### config.mk
export PLATFORM = sky130hd
export DESIGN_NAME = mlp_layer_engine
export DESIGN_NICKNAME = d
export VERILOG_FILES = /design/src/rtl/mlp_layer_engine.sv
export SDC_FILE = /design/constraint.sdc
export NUM_CORES = 2
export LEC_CHECK = 0
export ABC_CLOCK_PERIOD_IN_PS = 13800
export CAP_MARGIN = 20
export CORE_MARGIN = 5
export CORE_UTILIZATION = 50
export DETAILED_ROUTE_END_ITERATION = 16
export PLACE_DENSITY = 0.66
export SYNTH_ARGS = -nofsm -noshare
export SYNTH_HDL_FRONTEND = slang
export SYNTH_SLANG_ARGS = --single-unit
### constraint.sdc
create_clock -name clk -period 13.8 [get_ports clk]
set_input_delay 2.07 -clock clk [delete_from_list [all_inputs] [get_ports clk]]
set_output_delay 2.07 -clock clk [all_outputs]
set_load 0.02 [all_outputs]
### src/rtl/mlp_layer_engine.sv
// Fully-connected layer engine: y = act(W*x) in signed fixed point, LANES neurons per
// pass, sequencing its own SRAM reads and streaming results over valid/ready.
module mlp_lane #(
    parameter int DATA_W = 16,
    parameter int FRAC_W = 8,
    parameter int ACC_W  = 40
) (
    input  logic              clk,
    input  logic              reset,
    input  logic              acc_en,
    input  logic              acc_load,
    input  logic              quant_en,
    input  logic              relu,
    input  logic [DATA_W-1:0] x,
    input  logic [DATA_W-1:0] w,
    output logic [DATA_W-1:0] res
);
    localparam logic signed [ACC_W:0] HALF =
        {{(ACC_W+1-FRAC_W){1'b0}}, 1'b1, {(FRAC_W-1){1'b0}}};
    localparam logic signed [ACC_W:0] MAXV = {{(ACC_W+2-DATA_W){1'b0}}, {(DATA_W-1){1'b1}}};
    localparam logic signed [ACC_W:0] MINV = {{(ACC_W+2-DATA_W){1'b1}}, {(DATA_W-1){1'b0}}};

    logic signed [2*DATA_W-1:0] prod;
    logic signed [ACC_W-1:0]    prod_ext;
    logic signed [ACC_W-1:0]    acc;
    logic signed [ACC_W:0]      rnd;
    logic signed [ACC_W:0]      shifted;
    logic        [DATA_W-1:0]   q;

    assign prod     = $signed(x) * $signed(w);
    assign prod_ext = {{(ACC_W-2*DATA_W){prod[2*DATA_W-1]}}, prod};
    // One guard bit so the rounding offset can never wrap the accumulator.
    assign rnd      = {acc[ACC_W-1], acc} + HALF;
    assign shifted  = rnd >>> FRAC_W;

    always_comb begin
        q = shifted[DATA_W-1:0];
        if (shifted > MAXV)
            q = {1'b0, {(DATA_W-1){1'b1}}};
        else if (shifted < MINV)
            q = {1'b1, {(DATA_W-1){1'b0}}};
        if (relu && q[DATA_W-1])
            q = '0;
    end

    always_ff @(posedge clk or posedge reset) begin
        if (reset) begin
            acc <= '0;
            res <= '0;
        end else begin
            if (acc_en)
                acc <= acc_load ? prod_ext : acc + prod_ext;
            if (quant_en)
                res <= q;
        end
    end
endmodule

module mlp_layer_engine #(
    parameter int DATA_W = 16,
    parameter int FRAC_W = 8,
    parameter int N_IN   = 16,
    parameter int N_OUT  = 16,
    parameter int LANES  = 4,
    parameter int ACC_W  = 40,
    localparam int NG    = N_OUT / LANES,
    localparam int GW    = (NG > 1) ? $clog2(NG) : 1,
    localparam int LW    = (LANES > 1) ? $clog2(LANES) : 1,
    localparam int XA_W  = $clog2(N_IN),
    localparam int WA_W  = $clog2(N_IN * NG),
    localparam int YI_W  = $clog2(N_OUT)
) (
    input  logic                    clk,
    input  logic                    reset,
    input  logic                    start,
    input  logic                    relu_en,
    output logic                    busy,
    output logic                    done,
    output logic                    x_rd_en,
    output logic [XA_W-1:0]         x_addr,
    input  logic [DATA_W-1:0]       x_data,
    output logic                    w_rd_en,
    output logic [WA_W-1:0]         w_addr,
    input  logic [LANES*DATA_W-1:0] w_data,
    output logic                    y_valid,
    input  logic                    y_ready,
    output logic [YI_W-1:0]         y_idx,
    output logic [DATA_W-1:0]       y_data
);
    if (N_OUT % LANES != 0) begin : g_bad_lanes
        $error("N_OUT must be a multiple of LANES");
    end
    if (ACC_W < 2*DATA_W + $clog2(N_IN)) begin : g_bad_acc
        $error("ACC_W too narrow for N_IN full-precision products");
    end

    localparam logic [2:0] S_IDLE  = 3'd0;
    localparam logic [2:0] S_FETCH = 3'd1;
    localparam logic [2:0] S_FLUSH = 3'd2;
    localparam logic [2:0] S_QUANT = 3'd3;
    localparam logic [2:0] S_EMIT  = 3'd4;
    localparam logic [2:0] S_DONE  = 3'd5;

    logic [2:0]                    state;
    logic [GW-1:0]                 g;
    logic [XA_W-1:0]               i;
    logic [LW-1:0]                 lane;
    logic                          relu_q;
    logic [1:0]                    vld_pipe;
    logic                          first_q;
    logic [LANES-1:0][DATA_W-1:0]  w_lanes;
    logic [LANES-1:0][DATA_W-1:0]  res;

    assign w_lanes = w_data;
    assign busy    = (state != S_IDLE) && (state != S_DONE);
    assign done    = (state == S_DONE);
    assign x_rd_en = (state == S_FETCH);
    assign w_rd_en = x_rd_en;
    assign x_addr  = i;
    assign w_addr  = WA_W'(g) * WA_W'(N_IN) + WA_W'(i);
    assign y_valid = (state == S_EMIT);
    assign y_idx   = YI_W'(g) * YI_W'(LANES) + YI_W'(lane);
    assign y_data  = y_valid ? res[lane] : '0;

    // SRAM data lags the read strobe by one cycle; vld_pipe[1] marks a product to accumulate.
    assign vld_pipe[0] = x_rd_en;

    always_ff @(posedge clk or posedge reset) begin
        if (reset) begin
            vld_pipe[1] <= 1'b0;
            first_q     <= 1'b0;
        end else begin
            vld_pipe[1] <= vld_pipe[0];
            first_q     <= vld_pipe[0] && (i == '0);
        end
    end

    always_ff @(posedge clk or posedge reset) begin
        if (reset) begin
            state  <= S_IDLE;
            g      <= '0;
            i      <= '0;
            lane   <= '0;
            relu_q <= 1'b0;
        end else begin
            case (state)
                S_IDLE: if (start) begin
                    relu_q <= relu_en;
                    g      <= '0;
                    i      <= '0;
                    state  <= S_FETCH;
                end
                S_FETCH: if (i == XA_W'(N_IN-1)) begin
                    i     <= '0;
                    state <= S_FLUSH;
                end else begin
                    i <= i + 1'b1;
                end
                S_FLUSH: state <= S_QUANT;
                S_QUANT: begin
                    lane  <= '0;
                    state <= S_EMIT;
                end
                S_EMIT: if (y_ready) begin
                    if (lane == LW'(LANES-1)) begin
                        lane <= '0;
                        if (g == GW'(NG-1)) begin
                            state <= S_DONE;
                        end else begin
                            g     <= g + 1'b1;
                            state <= S_FETCH;
                        end
                    end else begin
                        lane <= lane + 1'b1;
                    end
                end
                S_DONE:  state <= S_IDLE;
                default: state <= S_IDLE;
            endcase
        end
    end

    for (genvar l = 0; l < LANES; l++) begin : g_lane
        mlp_lane #(.DATA_W(DATA_W), .FRAC_W(FRAC_W), .ACC_W(ACC_W)) u_lane (
            .clk      (clk),
            .reset    (reset),
            .acc_en   (vld_pipe[1]),
            .acc_load (first_q),
            .quant_en (state == S_QUANT),
            .relu     (relu_q),
            .x        (x_data),
            .w        (w_lanes[l]),
            .res      (res[l])
        );
    end
endmodule
==> After elaboration in Yosys (flattened, before gate mapping) <==
Index checks and enable logic that the tools add are counted.
{ "op_classes": {"n_reduce_logical": 17, "multipliers": 4, "n_eq_ne": 14, "n_lt_le_gt_ge": 9, "addsub": 13, "n_mux": 36} }
{ "op_table": {"columns": ["operator", "count"], "rows": [
  ["$mux W16", 14],
  ["$add A40 B9 Y41 const B", 4],
  ["$add A40 B32 Y40", 4],
  ["$mux W40", 4],
  ["$gt A33 B16 Y1 const B", 4],
  ["$lt A33 B16 Y1 const B", 4],
  ["$mul A16 B16 Y32", 4],
  ["$bmux W16 S2", 1],
  ["$mux W3", 5],
  ["$pmux W3 S5", 1],
  ["$mux W2", 6],
  ["$mux W4", 2],
  ["$pmux W2 S2", 2],
  ["$pmux W4 S2", 1],
  ["$add A6 B4 Y6", 1],
  ["$eq A3 B2 Y1 const B", 2],
  ["$eq A3 B3 Y1 const B", 2],
  ["$logic_and A1 B1 Y1", 6],
  ["$ne A2 B1 Y1 const B", 3],
  ["$reduce_and A2 Y1", 3],
  ["$reduce_bool A2 Y1", 3],
  ["$reduce_and A5 Y1", 1],
  ["$add A2 B1 Y2 const B", 2],
  ["$add A4 B1 Y4 const B", 1],
  ["11 further kinds", 13]
]} }
{ "totals": {"ff_bits": 238, "output_inout_bits": 35, "in_bits": 85} }

==> Depth between registers and ports, before layout <==
{ "depth": {"ltp_word": 6, "ltp_mapped": 37} }

==> Hierarchy <==
Synthesis repeated with hierarchy kept, for this count alone.
{ "unflattened": {"cells_unflattened": 7075, "area_unflattened_um2": 61758.0} }
{ "by_module_without_submodules": {"columns": ["module", "seq_area_each_um2", "n_inst", "cells_each", "area_per_inst_um2"], "rows": [
  ["mlp_lane (g_lane[0].u_lane)", 1401.3, 1, 1779, 15294.7],
  ["mlp_lane (g_lane[1].u_lane)", 1401.3, 1, 1735, 15093.2],
  ["mlp_lane (g_lane[3].u_lane)", 1401.3, 1, 1706, 15031.9],
  ["mlp_lane (g_lane[2].u_lane)", 1401.3, 1, 1729, 14961.8],
  ["mlp_layer_engine", 350.3, 1, 126, 1376.3]
]} }

==> Worst setup path after synthesis <==
Ideal clock, no wire load.
{ "synth_path": {"path_kind": "input port to flip-flop", "start": "input x_data[5]", "end": "register g_lane[0].u_lane.acc[39]", "slack_ns": 3.511, "cell_stages": 36, "arrival_time_ns": 10.141, "setup_ns": 0.148, "t_required_ns": 13.652, "cell_sequence": "clkbuf_1 -> clkbuf_1 -> nand2_1 -> fa_1 -> inv_1 -> fa_1 -> inv_1 -> fa_1 -> inv_1 -> fa_1 -> fa_1 -> inv_1 -> fa_1 -> inv_1 -> ha_1 -> and3_1 -> and3_1 -> o211ai_1 -> nand3_1 -> and3_1 -> o41ai_1 -> nand2_1 -> a21o_1 -> a21oi_1 -> xnor2_1 -> ha_1 -> nand3_1 -> inv_1 -> and3_1 -> o2111ai_1 -> nand2_1 -> o221ai_1 -> o41ai_1 -> mux2_2 -> a21oi_1 -> a311oi_1"} }
{ "synth_between": {"elab_chain_len": 3} }
{ "synth_rtl": {"columns": ["item", "line", "rtl"], "rows": [
  ["start: declaration", "81", "input logic [DATA_W-1:0] x_data,"],
  ["$mul A16 B16 Y32 (*)", "30", "assign prod = $signed(x) * $signed(w);"],
  ["$add A40 B32 Y40", "52", "acc <= acc_load ? prod_ext : acc + prod_ext;"],
  ["$mux W40 (*)", "52", null],
  ["end signal: assignment", "52", null],
  ["end: declaration", "25", "logic signed [ACC_W-1:0] acc;"]
]} }
Every way passes the cells marked *; elsewhere a longest branch is shown, timed or not.
A chain may end at the register's enable or synchronous reset.

==> Final worst setup path <==
{ "layout_path": {"start": "input w_data[52]", "end": "register g_lane[3].u_lane.acc[39]"} }
{ "layout_between": {"elab_chain_len": 3} }
{ "layout_rtl": {"columns": ["item", "line", "rtl"], "rows": [
  ["start: declaration", "84", "input logic [LANES*DATA_W-1:0] w_data,"],
  ["$mul A16 B16 Y32 (*)", "30", null],
  ["$add A40 B32 Y40", "52", null],
  ["$mux W40 (*)", "52", null],
  ["end signal: assignment", "52", null],
  ["end: declaration", "25", null]
]} }
Marks and branches as above.

==> impl_metrics.csv <==
group,metric,value,unit
cells_and_area,fin_area,64400,µm²
setup_path,worstSetupPathType,"input pin to flip-flop",
yosys,yosysTopAreaCell,"fa_1",
cells_and_area,nets,8598,
yosys,synth_nets,8695,
outcome,status,"complete, no violations",
timing,finalHoldViolCount,0,
floorplanning,rows,128,
timing,relSlewSlack,31.5,%
timing,skew,0.0157,ns
clock_tree,postCtsSetupBuffers,0,
floorplanning,start_util,50.2,%
floorplanning,die_h,359,µm
setup_path,cp.arrival,11.53,ns
clock_tree,root_buffer,"clkbuf_16",
timing,layout_min_cycle_time,11.07,ns
timing,rsz0062_at_grt,"no",
clock_tree,cts_resized,0,
setup_path,required,14.26,ns
clock_tree,clock_path_buffers,3,
run,cap_violations,0,
timing,setup_viol,0,
yosys,synthCells,7050,
drt,drc_errors,0,
hold_path,holdPathStages,1,
grt,grt_pass1_vias,49100,
setup_path,slowest_delay,0.81,ns
yosys,synth.yosys.warnings,0,
timing,fin_hold_ws,0.489,ns
drt,first_pass_iters,5,
drt,wl_per_cell,18.7,µm
placed_design,io_buffers,119,
floorplanning,fp.coreArea,121000,µm²
timing,timing.final.crit_share,80.2,%
setup_path,crit_slowest_cell,"clkdlybuf4s50_1",
clock_tree,cts_sinks,238,
placed_design,place_area,63300,µm²
yosys,synth-edff-count,0,
timing,fmax,0.0903,GHz
grt,grt_max_degree,201,
grt,antenna_found_initial,7,
floorplanning,ios,120,
floorplanning,dieWidth,359,µm
yosys,syn_area,60900,µm²
grt,overflow,0,
drt,first_iter_violations,3080,
placed_design,place_hpwl,128000,µm
yosys,ys_seq_area_share,9.78,%
hold_path,min_path_type,"flip-flop to flip-flop",
setup_path,cp_max_fo,16,
clock_tree,cts_buffers,31,
drt,ant_nets,0,
yosys,yosysMostFrequentCell,"inv_1",
clock_tree,h-tree-depth,1,
setup_path,end_kind,"flip-flop",
yosys,avgSynthCellArea,8.64,µm²
timing,slew_violations,0,
drt,vias,47700,
placed_design,place.gp.congestion,0.880,
drt,via_per_inst,5.55,
yosys,ys_top_cells_by_area,"fa_1 (35%), ha_1 (10%), dfrtp_1 (9.8%), inv_1 (7.8%), and2_1 (5.5%)",
cells_and_area,seqCellArea,5960,µm²
yosys,synth_cell_types,101,
yosys,synth_seq_cells,238,
cells_and_area,drive_above_1_share,2.94,%
floorplanning,dieArea,129000,µm²
cells_and_area,nFillCells,11300,
clock_tree,holdBufCountCts,0,
timing,max_slew.worst_pin.slew,1.02,ns
yosys,synthArstFlopShare,100,%
yosys,synth_common_cells,"inv_1 (1,267), fa_1 (1,052), nand2_1 (730)",
yosys,synth-main-ff-cell,"dfrtp_1",
clock_tree,cts_tree,"done",
grt,grt_use_total,24.8,%
clock_tree,clkTransAtPathRegs,0.06,ns
clock_tree,insertion_delay,0.59,ns
cells_and_area,area_delta_synth_final,5.74,%
setup_path,startpoint_type,"input pin",
drt,wirelength,161000,µm
cells_and_area,multi_input_area,49000,µm²
timing,tns,0,ns
setup_path,cpMostUsedCell,"fa_1",
yosys,yosysTopAreaCellShare,34.6,%
setup_path,r2r_cells,13,
grt,grt_first_pass_wirelength,262000,µm
## state kept, by name (all words and copies together), names as in the netlist
name / count
g_lane.u_lane.res: 64
lane: 2
relu_q: 1
x_addr: 4
g_lane.u_lane.acc: 160
state: 3
vld_pipe: 1
first_q: 1
g: 2
## metrics by stage
stage	util, %	instances	setup slack [ns]
2_1_floorplan	-	7050	3.51
3_3_place_gp	52.2	8543	2.31
3_5_place_dp	52.2	8543	2.23
4_1_cts	53.0	8598	2.80
5_1_grt	53.1	8601	2.04
6_report	53.1	8603	2.73
## layout make-up
class	instances	area share, %
clock buffer	40	1.32
inverter	1267	7.39
tap	1625	3.16
clock inverter	15	0.361
antenna	3	0.0117
timing repair buffer	169	2.39
sequential	238	9.26
multi-input combinational	5246	76.1
## placed cells by master, fill, tap and decap left out, types with 15 or more instances in the layout
cell type,instances
a21oi_1,388
a31oi_1,68
inv_1,1265
xnor2_1,229
o211ai_1,32
fa_1,1052
buf_2,16
dfrtp_1,236
mux2i_1,23
mux4_2,16
and2_1,533
or3_1,24
or2_2,16
nand4_1,48
clkdlybuf4s50_1,103
clkbuf_16,31
o21ai_0,191
nand2_1,730
nor2b_1,37
o31ai_1,16
buf_4,46
nand2b_1,52
mux2_2,15
nand3_1,113
a21o_1,111
and3_1,37
a211oi_1,30
xor2_1,120
nor3_1,49
nor4_1,24
o21a_1,46
a22o_1,33
o21bai_1,37
ha_1,508
nor2_1,424
## path summary, 6_finish.rpt
path / to / start / slack, ns
worst max-delay path: g_lane[3].u_lane.acc[39]$_DFFE_PP0P_ / w_data[52] / 2.73
max in group asynchronous: g_lane[2].u_lane.acc[14]$_DFFE_PP0P_ / reset / 10.17
worst max register to register: g_lane[3].u_lane.acc[38]$_DFFE_PP0P_ / g_lane[3].u_lane.acc[0]$_DFFE_PP0P_ / 9.54
worst min register to register: g_lane[2].u_lane.acc[6]$_DFFE_PP0P_ / g_lane[2].u_lane.acc[6]$_DFFE_PP0P_ / 0.49
min in group asynchronous: g_lane[0].u_lane.acc[5]$_DFFE_PP0P_ / reset / 1.99
worst min-delay path: g_lane[2].u_lane.acc[6]$_DFFE_PP0P_ / g_lane[2].u_lane.acc[6]$_DFFE_PP0P_ / 0.49
## cell families (layout without fill, tap and decap cells)
family / Yosys count / in the layout / share of synthesized area (%)
AOI/OAI and AO/OA: 1122 / 1122 / 11.7
xor gates and xnor gates: 349 / 349 / 5.02
adders and majority gates: 1560 / 1560 / 45.0
buffers and inverters: 1566 / 1491 / 9.74
DFF: 238 / 238 / 9.78
muxes: 54 / 54 / 1.25
other: 0 / 3 / 0
and+or+nand+nor: 2161 / 2161 / 17.5
## worst max-delay path, delay by kind of cell
kind	cells	cell delay, ns
AO/OA/AOI/OAI	14	3.47
AND/OR/NAND/NOR	3	0.90
buffers and inverters	4	0.98
adder cells (fa/ha/maj)	8	3.74
XOR/XNOR	1	0.34
## metal layers
metal	vias to the layer above	GRT usage (%)	part of all wire, %
met2	1160	44.4	51
met3	279	2.33	4.6
met5	-	0	0
met4	0	8.22	3.9
li1	22200	-	-
met1	24100	31.6	41
Power is left out: the tool's default activity adds up to more than one toggle a clock period on the data nets, which glitch-free logic cannot reach.
